File: src/rtl/pn_seq_gen_if.sv
// Chip-generator control and output bundle between the transmit controller
// (master) and the PN sequence generator (slave).
interface pn_seq_gen_if #(
   parameter int WIDTH = 4,
   parameter int DIV_W = 16
);
   logic             en;
   logic [DIV_W-1:0] chip_div;
   logic             load;
   logic [WIDTH-1:0] seed_in;
   logic             m_out;
   logic [WIDTH-1:0] state_out;
   logic             chip_tick;
   logic             period_start;
   logic             lockup;

   modport master (
      output en, chip_div, load, seed_in,
      input  m_out, state_out, chip_tick, period_start, lockup
   );

   modport slave (
      input  en, chip_div, load, seed_in,
      output m_out, state_out, chip_tick, period_start, lockup
   );
endinterface

File: src/rtl/pn_seq_gen.sv
// Fibonacci-LFSR PN chip generator with a clock-enable chip-rate divider,
// seed reload, period-start marker and all-zero lock-up recovery.
module pn_seq_gen #(
   parameter int               WIDTH     = 4,
   parameter logic [WIDTH-1:0] TAPS      = 4'b1001,
   parameter logic [WIDTH-1:0] INIT_SEED = 4'b0001,
   parameter int               DIV_W     = 16
) (
   input  logic        clk,
   input  logic        rst,
   pn_seq_gen_if.slave pn
);

   function automatic logic parity(input logic [WIDTH-1:0] v);
      return ^v;
   endfunction

   logic [WIDTH-1:0] state_r;
   logic [WIDTH-1:0] seed_r;
   logic [DIV_W-1:0] cnt_r;
   logic             chip_tick_r;
   logic             period_start_r;
   logic             lockup_r;

   logic             fb_s;
   logic [WIDTH-1:0] next_s;
   logic             advance_s;

   // Next LFSR state and chip-boundary decision
   always_comb begin
      fb_s      = 1'b0;
      next_s    = state_r;
      advance_s = 1'b0;
      fb_s      = parity(state_r & TAPS);
      next_s    = {fb_s, state_r[WIDTH-1:1]};
      if (pn.en && (cnt_r >= pn.chip_div)) begin
         advance_s = 1'b1;
      end else begin
         advance_s = 1'b0;
      end
   end

   // Divider, LFSR state, active seed and per-chip pulses
   always_ff @(posedge clk or negedge rst) begin
      if (!rst) begin
         state_r        <= INIT_SEED;
         seed_r         <= INIT_SEED;
         cnt_r          <= {DIV_W{1'b0}};
         chip_tick_r    <= 1'b0;
         period_start_r <= 1'b0;
         lockup_r       <= 1'b0;
      end else begin
         chip_tick_r    <= 1'b0;
         period_start_r <= 1'b0;
         lockup_r       <= 1'b0;
         if (pn.load) begin
            cnt_r          <= {DIV_W{1'b0}};
            chip_tick_r    <= 1'b1;
            period_start_r <= 1'b1;
            // An all-zero seed would freeze the register, so fall back
            if (pn.seed_in == {WIDTH{1'b0}}) begin
               seed_r   <= INIT_SEED;
               state_r  <= INIT_SEED;
               lockup_r <= 1'b1;
            end else begin
               seed_r  <= pn.seed_in;
               state_r <= pn.seed_in;
            end
         end else if (advance_s) begin
            cnt_r       <= {DIV_W{1'b0}};
            chip_tick_r <= 1'b1;
            if (next_s == {WIDTH{1'b0}}) begin
               state_r        <= seed_r;
               lockup_r       <= 1'b1;
               period_start_r <= 1'b1;
            end else begin
               state_r        <= next_s;
               period_start_r <= (next_s == seed_r);
            end
         end else if (pn.en) begin
            cnt_r <= cnt_r + DIV_W'(1);
         end else begin
            cnt_r <= cnt_r;
         end
      end
   end

   assign pn.m_out        = state_r[0];
   assign pn.state_out    = state_r;
   assign pn.chip_tick    = chip_tick_r;
   assign pn.period_start = period_start_r;
   assign pn.lockup       = lockup_r;

endmodule

File: src/flat_wrapper.sv
// flat-port wrapper written by rule: the top's interface ports become plain ports
module pn_seq_gen_flat 
#(
   parameter int               WIDTH     = 4,
   parameter logic [WIDTH-1:0] TAPS      = 4'b1001,
   parameter logic [WIDTH-1:0] INIT_SEED = 4'b0001,
   parameter int               DIV_W     = 16
)
  (clk, rst, pn_en, pn_chip_div, pn_load, pn_seed_in, pn_m_out, pn_state_out, pn_chip_tick, pn_period_start, pn_lockup);
  pn_seq_gen_if #(.WIDTH(WIDTH), .DIV_W(DIV_W)) pn_i ();
  input  logic clk;
  input  logic rst;
  input wire logic [$bits(pn_i.en)-1:0] pn_en;
  input wire logic [$bits(pn_i.chip_div)-1:0] pn_chip_div;
  input wire logic [$bits(pn_i.load)-1:0] pn_load;
  input wire logic [$bits(pn_i.seed_in)-1:0] pn_seed_in;
  output wire logic [$bits(pn_i.m_out)-1:0] pn_m_out;
  output wire logic [$bits(pn_i.state_out)-1:0] pn_state_out;
  output wire logic [$bits(pn_i.chip_tick)-1:0] pn_chip_tick;
  output wire logic [$bits(pn_i.period_start)-1:0] pn_period_start;
  output wire logic [$bits(pn_i.lockup)-1:0] pn_lockup;
  assign pn_i.en = pn_en;
  assign pn_i.chip_div = pn_chip_div;
  assign pn_i.load = pn_load;
  assign pn_i.seed_in = pn_seed_in;
  assign pn_m_out = pn_i.m_out;
  assign pn_state_out = pn_i.state_out;
  assign pn_chip_tick = pn_i.chip_tick;
  assign pn_period_start = pn_i.period_start;
  assign pn_lockup = pn_i.lockup;
  pn_seq_gen #(.WIDTH(WIDTH), .TAPS(TAPS), .INIT_SEED(INIT_SEED), .DIV_W(DIV_W)) u_core (.clk(clk), .rst(rst), .pn(pn_i));
endmodule
File: config.mk
export PLATFORM = sky130hd
export DESIGN_NAME = pn_seq_gen_flat
export DESIGN_NICKNAME = d
export VERILOG_FILES = /design/src/rtl/pn_seq_gen_if.sv /design/src/rtl/pn_seq_gen.sv /design/src/flat_wrapper.sv
export SDC_FILE = /design/constraint.sdc
export NUM_CORES = 1
export LEC_CHECK = 0
export CAP_MARGIN = 20
export CORE_MARGIN = 1.5
export CORE_UTILIZATION = 52
export DETAILED_ROUTE_END_ITERATION = 6
export MAX_ROUTING_LAYER = met4
export PLACE_DENSITY = 0.79
export SYNTH_ARGS = -nofsm -noshare
export SYNTH_HDL_FRONTEND = slang
export SYNTH_SLANG_ARGS = --single-unit
File: constraint.sdc
create_clock -name clk -period 3.2 [get_ports clk]
set_input_delay 0.64 -clock clk [delete_from_list [all_inputs] [get_ports clk]]
set_output_delay 0.64 -clock clk [all_outputs]
set_load 0.05 [all_outputs]
== After elaboration in Yosys (flattened, before gate mapping) ==
Index checks and enable logic that the tools add are counted.

* Divide/modulo/power cells: 0
* Shift operators: 0
* Bitwise operators: 0
* Magnitude comparators: 1
* Reduce and logical (&&, ||, !) cells: 6
* Equal/unequal tests: 1
* $add $sub $neg: 1
* Multiplexer cells: 17
* $mul: 0

{| class="wikitable"
|+ Operators by type and width
! operator !! number
|-
| 2-to-1 mux 16 bit || 3
|-
| adder 16 x 1 -> 16 bit, second input constant || 1
|-
| greater-or-equal comparator 16 bit || 1
|-
| 2-to-1 mux 4 bit || 4
|-
| 2-to-1 mux 1 bit || 10
|-
| zero test 4 bit || 2
|-
| == test 4 bit || 1
|-
| XOR reduction 4 bit || 1
|-
| nonzero test 3 bit || 1
|-
| nonzero test 2 bit || 1
|-
| logical AND 1 bit || 1
|}

* Input bits: 24
* Register bits: 27
* Output and inout port bits: 8
* Word-level logic and storage cells: 32
* Latch bits: 0
* RAM bits: 0
* Memories kept: 0
* Memory bits (read-only): 0

== Logic depth before layout (Yosys ltp) ==
Gate-level depths: netlist of run 1.

* Depth in word-level cells: 5
* Depth in mapped cells: 10
* Mapped depth without buffers: 8

== Least setup slack after synthesis of run 1 ==
Ideal clock, no wire load.

* Path type: input to register
* Start point: in pn_chip_div[0]
* End point: reg u_core.cnt_r[2]
* Arrival time: 2,624 ps
* Buffers on the path: 1
* Path slack: 494 ps
* Setup time: 82 ps
* Stages: 8
* Data required time: 3,118 ps
* Path through: ha_1 nand2b_4 a2111oi_4 a2111oi_1 or4b_4 buf_6 or3b_1 a31oi_1

* Word-level cells in the longest chain between the ends: 5
* Elaborated cells on any way between the ends: 6
* Those cells by class: 1 x order compare; 3 x mux; 2 x reduce/logical

{| class="wikitable"
|+ Ends and longest elaborated chain
! what !! line !! RTL
|-
| start: declaration || flat_wrapper.sv:14 || <nowiki>input wire logic [$bits(pn_i.chip_div)-1:0] pn_chip_div;</nowiki>
|-
| greater-or-equal comparator 16 bit * || pn_seq_gen.sv:36 || <nowiki>if (pn.en && (cnt_r >= pn.chip_div)) begin</nowiki>
|-
| logical AND 1 bit * || pn_seq_gen.sv:36 ||
|-
| 2-to-1 mux 1 bit * || pn_seq_gen.sv:36 ||
|-
| 2-to-1 mux 16 bit || pn_seq_gen.sv:69 || <nowiki>end else if (advance_s) begin</nowiki>
|-
| 2-to-1 mux 16 bit || pn_seq_gen.sv:56 || <nowiki>if (pn.load) begin</nowiki>
|-
| end signal: assignment || pn_seq_gen.sv:48 || <nowiki>cnt_r <= {DIV_W{1'b0}};</nowiki>
|-
| end signal: assignment || pn_seq_gen.sv:57 || <nowiki>cnt_r <= {DIV_W{1'b0}};</nowiki>
|-
| end signal: assignment || pn_seq_gen.sv:70 || <nowiki>cnt_r <= {DIV_W{1'b0}};</nowiki>
|-
| end: declaration || pn_seq_gen.sv:20 || <nowiki>logic [DIV_W-1:0] cnt_r;</nowiki>
|}

Mark *: on every way between the ends. The rest lies on a longest branch, timed or not.
A chain may end at the register's enable or synchronous reset.

== Worst setup path in the final report of run 1 ==
* Start point: in pn_chip_div[0]
* End point: reg u_core.state_r[1], in the netlist u_core.pn.state_out[1]

* Word-level cells in the longest chain between the ends: 4

{| class="wikitable"
|+ Ends and longest elaborated chain
! what !! line !! RTL
|-
| greater-or-equal comparator 16 bit || pn_seq_gen.sv:36 ||
|-
| logical AND 1 bit || pn_seq_gen.sv:36 ||
|-
| 2-to-1 mux 1 bit || pn_seq_gen.sv:36 ||
|-
| nonzero test 2 bit (no line) || n/a ||
|-
| end signal: assignment || pn_seq_gen.sv:67 || <nowiki>state_r <= pn.seed_in;</nowiki>
|-
| end signal: assignment || pn_seq_gen.sv:73 || <nowiki>state_r <= seed_r;</nowiki>
|-
| end signal: assignment || pn_seq_gen.sv:77 || <nowiki>state_r <= next_s;</nowiki>
|-
| end: declaration || pn_seq_gen.sv:18 || <nowiki>logic [WIDTH-1:0] state_r;</nowiki>
|}

Every way passes these cells.

==> results of run 1 <==
[cell usage after synthesis, drive strengths merged (2+ instances only)]
cell	n
o21ai	7
nor2	19
nor3	2
inv	25
and3	6
ha	18
dfrtp	25
nand2	10
nand2b	2
o31ai	2
xnor2	4
o22ai	2
buf	4
a21oi	8
a21o	2
dfstp	2
and4	4
a2111oi	2
nand3	9
a31oi	2
nor2b	2
nor3b	2
xor2	14
nand4	3
clkbuf	3
[kinds of logic (layout without fill, tap and decap cells)]
group | count (synthesis) | count (layout)
adders and majority gates | 18 | 18
and+or+nand+nor | 64 | 64
DFF | 27 | 27
muxes | 2 | 2
xor gates and xnor gates | 18 | 18
buffers and inverters | 32 | 66
AOI/OAI and AO/OA | 29 | 29
[worst max path at each step]
| stage | startpoint | to | slack [ns] | cells after the start |
|---|---|---|---|---|
| floorplan | pn_chip_div[0] | u_core.cnt_r[2]$_DFFE_PN0P_ | 0.49 | 8 |
| global placement | pn_chip_div[0] | u_core.pn.state_out[3]$_DFFE_PN0P_ | 0.06 | 9 |
| detailed placement | pn_chip_div[0] | u_core.pn.state_out[3]$_DFFE_PN0P_ | 0.004 | 9 |
| CTS | pn_chip_div[0] | u_core.pn.state_out[3]$_DFFE_PN0P_ | 0.35 | 9 |
| global route | pn_chip_div[0] | u_core.pn.state_out[3]$_DFFE_PN0P_ | 0.26 | 9 |
| finish | pn_chip_div[0] | u_core.pn.state_out[1]$_DFFE_PN0P_ | 0.38 | 9 |
[power groups by stage]
stage          combinational, mW  sequential (mW)  clock (mW)
6_report                   0.170            0.373       0.145
5_1_grt                    0.186            0.375       0.166
4_1_cts                    0.171            0.373       0.151
3_5_place_dp               0.169            0.379           0
3_3_place_gp               0.163            0.378           0
2_1_floorplan             0.0759            0.399           0
[layer usage]
| metal | share of wire (%) | GRT usage [%] | vias to the layer above |
|---|---|---|---|
| met4 | 1.3 | 6.21 | 0 |
| met3 | 4.4 | 5.25 | 8 |
| met1 | 43 | 29.7 | 687 |
| li1 | - | - | 718 |
| met2 | 52 | 40.4 | 46 |
| met5 | 0 | - | - |
[flip-flops by register name, indices dropped and copies added, names as in the netlist]
name / flops
u_core.pn.period_start: 1
u_core.pn.chip_tick: 1
u_core.pn.state_out: 4
u_core.seed_r: 4
u_core.pn.lockup: 1
u_core.cnt_r: 16
[layout make-up]
cell class              count  area, um^2
clock buffers               3        22.5
clock inverters             1        5.00
fillers                   255         955
inverters                  25        93.8
multi-input cells         131         951
flip-flops and latches     27         678
well taps                  44        55.1
repair buffers             37         368
[critical path: stages]
cell,delay [ns]
clkdlybuf4s50_1,0.41
ha_1,0.29
nand2b_4,0.15
a2111oi_4,0.33
a2111oi_1,0.10
or4b_4,0.58
buf_4,0.18
and3_1,0.16
a221oi_1,0.22
[stage by stage]
stage / power, mW / instance area [um^2] / cells
global route: 0.727 / 2170 / 268
global placement: 0.541 / 2150 / 264
finish: 0.688 / 2170 / 268
detailed placement: 0.548 / 2150 / 264
floorplan: 0.475 / 1760 / 190
CTS: 0.695 / 2170 / 268
==> summary.txt, run 1 <==
Yosys
  • Ys flop type: dfrtp_1
  • Fraction of the mapped netlist area in adder cells: between 10 and 15%
  • Post-synth top area cell: dfrtp_1
  • Xor-xnor portion of the synthesized cell area: 8.94%
  • Syn nets: 232
  • Post-synthesis cell area: about 1800 um^2
  • Simple logic cell fraction of the synthesized area: 19.6%
  • Number of synthesized flops with an enable pin: 0
  • Synth Warn #: 0
  • Seq/Total Area, Yosys: 38.5%
  • Compound-Gate Fraction of Synth Area: 11.4%
  • Post-synthesis mux area share: approximately 1.2%
  • Main combinational cell family by area after synthesis: simple AND/OR/NAND/NOR gates
  • Netlist cell types: 40
  • Register bit total from synthesis: 27
  • Top post-synthesis cells by area: dfrtp_1 35%, ha_1 13%, xor2_1 7.0%, inv_1 5.3%, nor2_1 4.0%
  • Area share of the largest cell type after synthesis: a little over a third
  • Mean Syn Cell Area: roughly 9.3 um^2
  • FFs w/ async S/R, synth: between 90% and 100%
  • Cells after Synth: 190

Power and ir drop
  • Pwr/cell area: between 300 and 400 nW/um^2
  • Leakage: approximately 1.0 nW
  • Reg power frac: a little over half
  • Sw Share: between 20% and 30%
  • Internal: just under 0.5 mW
  • Logic pwr share: around a quarter
  • Clock group share of total power: between 20% and 30%
  • Max IR drop VDD: between 0.4 and 0.5 mV
  • Switch Pwr: a little over 0.2 mW

Place
  • Dpl hpwl: ~3000 um
  • GP Congestion: between 0.8 and 0.9
  • DP Worst Slack: 0.00435 ns
  • IO Port Bufs: 31

Timing
  • Setup TNS: 0 ns
  • Slew HR: slightly below 50%
  • Unrepaired setup endpoints after global routing: false
  • WHS: ~0.55 ns
  • F_max: about 0.35 GHz
  • Final hold vios: 0
  • Tcrit/Tclk final: between 80% and 90%
  • Finish-stage setup viols: 0
  • Max Transition Viols Final: 0
  • Worst setup margin: about 0.38 ns
  • Skew final: slightly below 0.005 ns
  • Worst-margin pin slew: approximately 0.77 ns
  • Final min period: approximately 2.8 ns

Route
  • Final antenna-violating net count: 0
  • DR pass1 iterations: 4
  • Via/cell ratio: roughly 5.4
  • DR WL/cell: ~14 um
  • Detailed Route Iter0 Violations: between 60 and 70
  • Routed wire length: about 3800 um
  • DR DRC count: 0
  • Vias: 1459

Clock network
  • CTS Hold Bufs: 0
  • CTS Buffer Depth: 2
  • Worst skew pair latency: around 0.32 ns
  • Clock sink total: 27
  • Post-CTS Setup Bufs: 0
  • CTS tree: yes
  • CTS root buf: clkbuf_4
  • CTS Buf Count: 3
  • CTS resizes: 0
  • # H-tree levels: 1
  • Clock-pin slew on the worst setup and hold paths: 0.14 ns

Job
  • Maxcap violations: 0

Floorplanning
  • Row cnt: 20
  • Core ar.: about 3100 um^2
  • Horiz. Die Dim: 61.2 um
  • Die Footprint: between 3000 and 4000 um^2
  • Die Height: between 60 and 70 um
  • Io pins: 32
  • Starting density of the core: around 56%

Hold path
  • Hold Path Depth: 2
  • Worst min-delay path class: register to register
  • Min-delay src: u_core.seed_r[0]$_DFFE_PN1P_
  • Hold EP: u_core.seed_r[0]$_DFFE_PN1P_

Worst setup path
  • CP required: about 3.4 ns
  • FF-to-FF setup slack: between 0.6 and 0.7 ns
  • Worst-case reg-to-reg path depth: 9
  • RR Endpoint: u_core.pn.state_out[1]$_DFFE_PN0P_
  • RR Startpoint: u_core.cnt_r[0]$_DFFE_PN0P_
  • CP max FO: 8
  • Crit end category: register
  • Critical path arrival: 3.04 ns
  • CP Launch Type: primary input
  • Crit Path Class: primary input to register

GRT
  • Initial antenna violation count: 0
  • Largest net degree at the start of global routing: 28
  • First-pass GRT wire length: about 6500 um
  • Tot GR Track Use: about a quarter
  • GR Overflow Total: 0
  • Number of global-route vias before repair: between 1500 and 2000

Layout
  • Most frequent cells in the layout: 31 x clkdlybuf4s50_1, 25 x inv_1, 25 x dfrtp_1, 19 x nor2_1, 18 x ha_1
  • Area delta synth->final: 23.3%
  • Post-Route Utilization: a little over two thirds
  • # diodes: 0
  • Share of layout cells above drive strength 1: under 10%
  • Nets: 267
  • Commonest non-fill, non-tap cell in the layout: clkdlybuf4s50_1

Run status
  • Outcome: finished, final reports clean
(Power assumes the default switching activity.)
==> run 2: changes to the inputs <==
--- a/config.mk
+++ b/config.mk
@@ -8,9 +8,12 @@
 export CAP_MARGIN = 20
 export CORE_MARGIN = 1.5
 export CORE_UTILIZATION = 52
+export CTS_CLUSTER_SIZE = 10
 export DETAILED_ROUTE_END_ITERATION = 6
 export MAX_ROUTING_LAYER = met4
 export PLACE_DENSITY = 0.79
+export REMOVE_ABC_BUFFERS = 1
+export SETUP_SLACK_MARGIN = 0.1
 export SYNTH_ARGS = -nofsm -noshare
 export SYNTH_HDL_FRONTEND = slang
 export SYNTH_SLANG_ARGS = --single-unit
==> run 2 against run 1 <==
  * Non-clock buffer count unchanged
  * Fmax about the same
  * Global-route usage decreased by 0.42 points
  * Sequential power about the same
==> summary.txt, run 2 (synthesis results as in run 1) <==
Power and ir drop
  • Pwr/cell area: 318 nW/um^2
  • Max IR drop VDD: 0.236 mV
  • Leakage: roughly 1.0 nW

Hold path
  • Worst min-delay path class: register to register
  • Min-delay src: u_core.seed_r[0]$_DFFE_PN1P_

Clock network
  • CTS Buffer Depth: 2
  • Clock-pin slew on the worst setup and hold paths: approximately 0.15 ns
  • CTS tree: yes
  • CTS Buf Count: 3
  • Worst skew pair latency: 0.33 ns
  • Clock sink total: 27
  • CTS root buf: clkbuf_4
  • CTS Hold Bufs: 0
  • # H-tree levels: 1
  • CTS resizes: 0
  • Post-CTS Setup Bufs: 0

Route
  • Final antenna-violating net count: 0
  • DR pass1 iterations: 4
  • Vias: 1457
  • DR WL/cell: 13.8 um
  • DR DRC count: 0
  • Routed wire length: ~3700 um
  • Detailed Route Iter0 Violations: between 80 and 90
  • Via/cell ratio: 5.44

Layout
  • # diodes: 0
  • Final std cells w/o fill: 268
  • Post-Route Utilization: a little over two thirds
  • Share of layout cells above drive strength 1: under 10%
  • Area delta synth->final: 23.3%
  • Multi-input gate area: 951 um^2
  • Commonest non-fill, non-tap cell in the layout: clkdlybuf4s50_1
  • Most frequent cells in the layout: 31 x clkdlybuf4s50_1, 25 x inv_1, 25 x dfrtp_1, 19 x nor2_1, 18 x ha_1
  • Nets: approximately 270
  • Max reg flops: 16
  • Largest Register: u_core.cnt_r
  • Reg area: roughly 680 um^2
  • Fillers: about 250

Floorplanning
  • Die Footprint: 3750 um^2
  • Starting density of the core: between 50% and 60%
  • Core ar.: ~3100 um^2
  • Horiz. Die Dim: 61.2 um
  • Die Height: just over 60 um
  • Row cnt: 20
  • Io pins: 32

Timing
  • Max Transition Viols Final: 0
  • WHS: approximately 0.53 ns
  • Tcrit/Tclk final: a little under 90%
  • Finish-stage setup viols: 0
  • Final hold vios: 0
  • Skew final: ~0.0069 ns
  • Worst setup margin: 0.382 ns
  • Worst-margin pin slew: ~0.7 ns
  • Unrepaired setup endpoints after global routing: false
  • F_max: 0.355 GHz
  • Final min period: between 2 and 3 ns
  • Setup TNS: 0 ns
  • Slew HR: a little over half

GRT
  • Initial antenna violation count: 0
  • First-pass GRT wire length: about 6400 um
  • GR Overflow Total: 0
  • Largest net degree at the start of global routing: 28
  • Number of global-route vias before repair: roughly 1400
  • Tot GR Track Use: a little under a quarter

Job
  • Maxcap violations: 0

Place
  • # placed instances: approximately 260
  • IO Port Bufs: 31
  • GP Congestion: 0.896
  • Dpl hpwl: ~3000 um
  • DP Worst Slack: -0.00327 ns

Worst setup path
  • Worst Setup SP: pn_chip_div[0]
  • Crit Path Class: primary input to register
  • Crit end category: register
  • Critical path arrival: 3.06 ns
  • RR Startpoint: u_core.cnt_r[0]$_DFFE_PN0P_
  • CP Launch Type: primary input
  • CP max FO: 8
  • CP required: roughly 3.4 ns

Run status
  • Outcome: finished, final reports clean
==> run 2: cell counts in the layout (fill, tap and decap cells not counted) <==
Identical to the previous run, type by type.
==> run 2: stage by stage <==
step           instance area [um^2]  power (mW)
6_report                       2170       0.691
5_1_grt                        2170       0.725
4_1_cts                        2170       0.695
3_5_place_dp                   2150       0.547
3_3_place_gp                   2150       0.541
2_1_floorplan                  1720       0.468
==> run 2: final cells by class <==
type                            count  share of cell area, %
Inverter                           25                   4.32
Clock inverter                      1                  0.230
Multi-Input combinational cell    131                   43.8
Timing Repair Buffer               37                   16.9
Sequential cell                    27                   31.2
Clock buffer                        3                   1.04
Tap cell                           44                   2.53
==> run 2: path summary, 6_finish.rpt <==
kind / endpoint / slack [ns] / cells past startpoint
worst max register to register: u_core.pn.state_out[3]$_DFFE_PN0P_ / 0.63 / 9
max in group asynchronous: u_core.pn.state_out[0]$_DFFE_PN1P_ / 2.25 / 2
worst min register to register: u_core.seed_r[0]$_DFFE_PN1P_ / 0.53 / 2
worst max-delay path: u_core.pn.state_out[3]$_DFFE_PN0P_ / 0.38 / 9
min in group asynchronous: u_core.seed_r[3]$_DFFE_PN0P_ / 0.65 / 2
worst min-delay path: u_core.seed_r[0]$_DFFE_PN1P_ / 0.53 / 2
==> run 2: critical path, stage by stage <==
cell	delay, ns
clkdlybuf4s50_1	0.41
ha_1	0.29
nand2b_4	0.15
a2111oi_4	0.35
a2111oi_1	0.10
or4b_4	0.57
buf_4	0.18
and3_1	0.16
o31ai_1	0.22
==> run 2: power breakdown <==
group	total, mW	internal (mW)	switching [mW]
Combinational	0.168	0.0804	0.0873
Clock	0.152	0.0469	0.105
Sequential	0.372	0.357	0.0146
==> run 2: metal layers <==
layer	track usage [%]	part of all wire, %	routed length (um)
met1	29.8	44	1640
met2	40.9	51	1880
met3	2.52	3.4	126
met4	6.21	1.6	59
met5	-	0	0
==> run 3: changes to the inputs <==
--- a/config.mk
+++ b/config.mk
@@ -5,13 +5,12 @@
 export SDC_FILE = /design/constraint.sdc
 export NUM_CORES = 1
 export LEC_CHECK = 0
-export CAP_MARGIN = 20
 export CORE_MARGIN = 1.5
 export CORE_UTILIZATION = 52
 export CTS_CLUSTER_SIZE = 10
 export DETAILED_ROUTE_END_ITERATION = 6
 export MAX_ROUTING_LAYER = met4
-export PLACE_DENSITY = 0.79
+export PLACE_DENSITY = 0.77
 export REMOVE_ABC_BUFFERS = 1
 export SETUP_SLACK_MARGIN = 0.1
 export SYNTH_ARGS = -nofsm -noshare
==> run 3 against run 2 <==
  * Fmax decreased by 0.50%
  * Critical path type unchanged
  * Sequential cell count unchanged
  * Setup slack got worse by 0.014 ns
  * Highest routed layer unchanged
  * Critical path depth unchanged
  * Sequential share of layout area about the same
  * Largest power group unchanged
==> summary.txt, run 3 (synthesis results as in run 1) <==
Worst setup path
  • CP max FO: 8
  • Crit end category: register
  • Crit-path slowest cell: or4b_4
  • CP Launch Type: primary input
  • CP max stage delay: approximately 0.58 ns
  • Critical path arrival: between 3 and 4 ns
  • Worst path cell trace: clkdlybuf4s50_1 -> ha_1 -> nand2b_4 -> a2111oi_4 -> a2111oi_1 -> or4b_4 -> buf_4 -> and3_1 -> o31ai_1
  • Worst Path Buf+Inv: 2
  • Crit Path Class: primary input to register
  • Largest delay share family, worst path: simple AND/OR/NAND/NOR gates
  • CP required: roughly 3.4 ns

Floorplanning
  • Io pins: 32
  • Die Height: 61.2 um
  • Die Footprint: between 3000 and 4000 um^2
  • Core ar.: around 3100 um^2
  • Horiz. Die Dim: ~61 um
  • Row cnt: 20
  • Starting density of the core: 56.4%

Clock network
  • Worst skew pair latency: roughly 0.31 ns
  • # H-tree levels: 1
  • Clock-pin slew on the worst setup and hold paths: between 0.1 and 0.15 ns
  • CTS Buf Count: 3
  • CTS Hold Bufs: 0
  • CTS root buf: clkbuf_4
  • Post-CTS Setup Bufs: 0
  • CTS tree: yes
  • Clock sink total: 27
  • CTS resizes: 0
  • CTS Buffer Depth: 2

Timing
  • Final min period: roughly 2.8 ns
  • Slew HR: a little over half
  • Worst-margin pin slew: just over 0.7 ns
  • Tcrit/Tclk final: roughly nine tenths
  • Final hold vios: 0
  • Max Transition Viols Final: 0
  • Unrepaired setup endpoints after global routing: false
  • Skew final: around 0.0036 ns
  • F_max: ~0.35 GHz
  • Finish-stage setup viols: 0
  • WHS: roughly 0.52 ns

Layout
  • Post-Route Utilization: a little over two thirds
  • Fillers: approximately 260
  • Commonest non-fill, non-tap cell in the layout: clkdlybuf4s50_1
  • Largest Register: u_core.cnt_r
  • Max reg flops: 16
  • # diodes: 0
  • Final std cells w/o fill: between 200 and 300
  • Nets: 267
  • Share of layout cells above drive strength 1: 6.70%
  • Area delta synth->final: 23.2%
  • Most frequent cells in the layout: 31 x clkdlybuf4s50_1, 25 x inv_1, 25 x dfrtp_1, 19 x nor2_1, 18 x ha_1
  • Final instance area: about 2200 um^2

Route
  • Final antenna-violating net count: 0
  • Via/cell ratio: ~5.5
  • Vias: 1463
  • Detailed Route Iter0 Violations: between 70 and 80
  • DR pass1 iterations: 5
  • Routed wire length: between 3000 and 4000 um
  • DR DRC count: 0
  • DR WL/cell: roughly 14 um

Power and ir drop
  • Max IR drop VDD: approximately 0.21 mV
  • Clock group share of total power: around a fifth
  • Logic pwr share: roughly a quarter
  • Leakage: ~1.0 nW
  • Reg power frac: between 50 and 60%
  • Switch Pwr: around 0.2 mW
  • Pwr/cell area: ~320 nW/um^2
  • Sw Share: roughly 29%
  • Internal: a little under 0.5 mW

Place
  • Dpl hpwl: approximately 2800 um
  • GP Congestion: between 0.8 and 0.9
  • IO Port Bufs: 31
  • Post-place instance area: between 2000 and 2500 um^2
  • # placed instances: between 200 and 300

Job
  • Maxcap violations: 0

GRT
  • Number of global-route vias before repair: about 1500
  • Tot GR Track Use: a little under a quarter
  • GR Overflow Total: 0
  • Largest net degree at the start of global routing: 28
  • First-pass GRT wire length: approximately 6300 um
  • Initial antenna violation count: 0

Hold path
  • Worst min-delay path class: register to register

Run status
  • Outcome: finished, final reports clean
run 3: changes by cell type in the layout (fill, tap and decap cells not counted), sizes merged:
cell    previous run  this run
clkbuf             3         4
clkinv             1         0
run 3: metrics by stage:
stage | TNS [ns] | setup WS [ns] | power, mW
floorplan | 0 | 0.539 | 0.468
global placement | 0 | 0.0979 | 0.542
detailed placement | -0.0192 | -0.0138 | 0.547
CTS | 0 | 0.365 | 0.693
global route | 0 | 0.234 | 0.723
finish | 0 | 0.367 | 0.686
run 3: path summary, 6_finish.rpt:
| kind | startpoint | endpoint | slack [ns] | depth (start not counted) |
|---|---|---|---|---|
| max | pn_chip_div[0] | u_core.pn.state_out[2]$_DFFE_PN0P_ | 0.37 | 9 |
| min | u_core.seed_r[0]$_DFFE_PN1P_ | u_core.seed_r[0]$_DFFE_PN1P_ | 0.52 | 2 |
| max reg2reg | u_core.cnt_r[0]$_DFFE_PN0P_ | u_core.pn.state_out[2]$_DFFE_PN0P_ | 0.61 | 9 |
| min reg2reg | u_core.seed_r[0]$_DFFE_PN1P_ | u_core.seed_r[0]$_DFFE_PN1P_ | 0.52 | 2 |
| max in group asynchronous | rst | u_core.pn.state_out[0]$_DFFE_PN1P_ | 2.23 | 2 |
| min in group asynchronous | rst | u_core.seed_r[1]$_DFFE_PN0P_ | 0.67 | 2 |
run 3: cell type report:
class	instances	area (um^2)	share of cell area, %
clock buffers	4	26.3	1.21
flip-flops and latches	27	678	31.2
well taps	44	55.1	2.53
repair buffers	37	368	16.9
inverters	25	93.8	4.32
multi-input cells	131	951	43.8
run 3: routing by layer:
metal | up-vias | part of all wire [%] | wire [um] | GRT usage (%)
li1 | 716 | - | - | -
met4 | 0 | 0.57 | 21 | 5.90
met3 | 2 | 3.9 | 143 | 2.73
met1 | 711 | 45 | 1640 | 29.8
met5 | - | 0 | 0 | -
met2 | 34 | 51 | 1850 | 38.8
run 3: power by group through the flow:
stage               Clock, mW  Combinational [mW]  Sequential (mW)
floorplan                   0              0.0638            0.404
global placement            0               0.164            0.378
detailed placement          0               0.169            0.378
CTS                     0.151               0.170            0.372
global route            0.165               0.183            0.375
finish                  0.145               0.168            0.372
run 3: tightest hold or removal path, delay by kind of cell (launching register included):
family | cells | cell delay (ns)
DFF | 1 | 0.41
and+or+nand+nor | 2 | 0.12
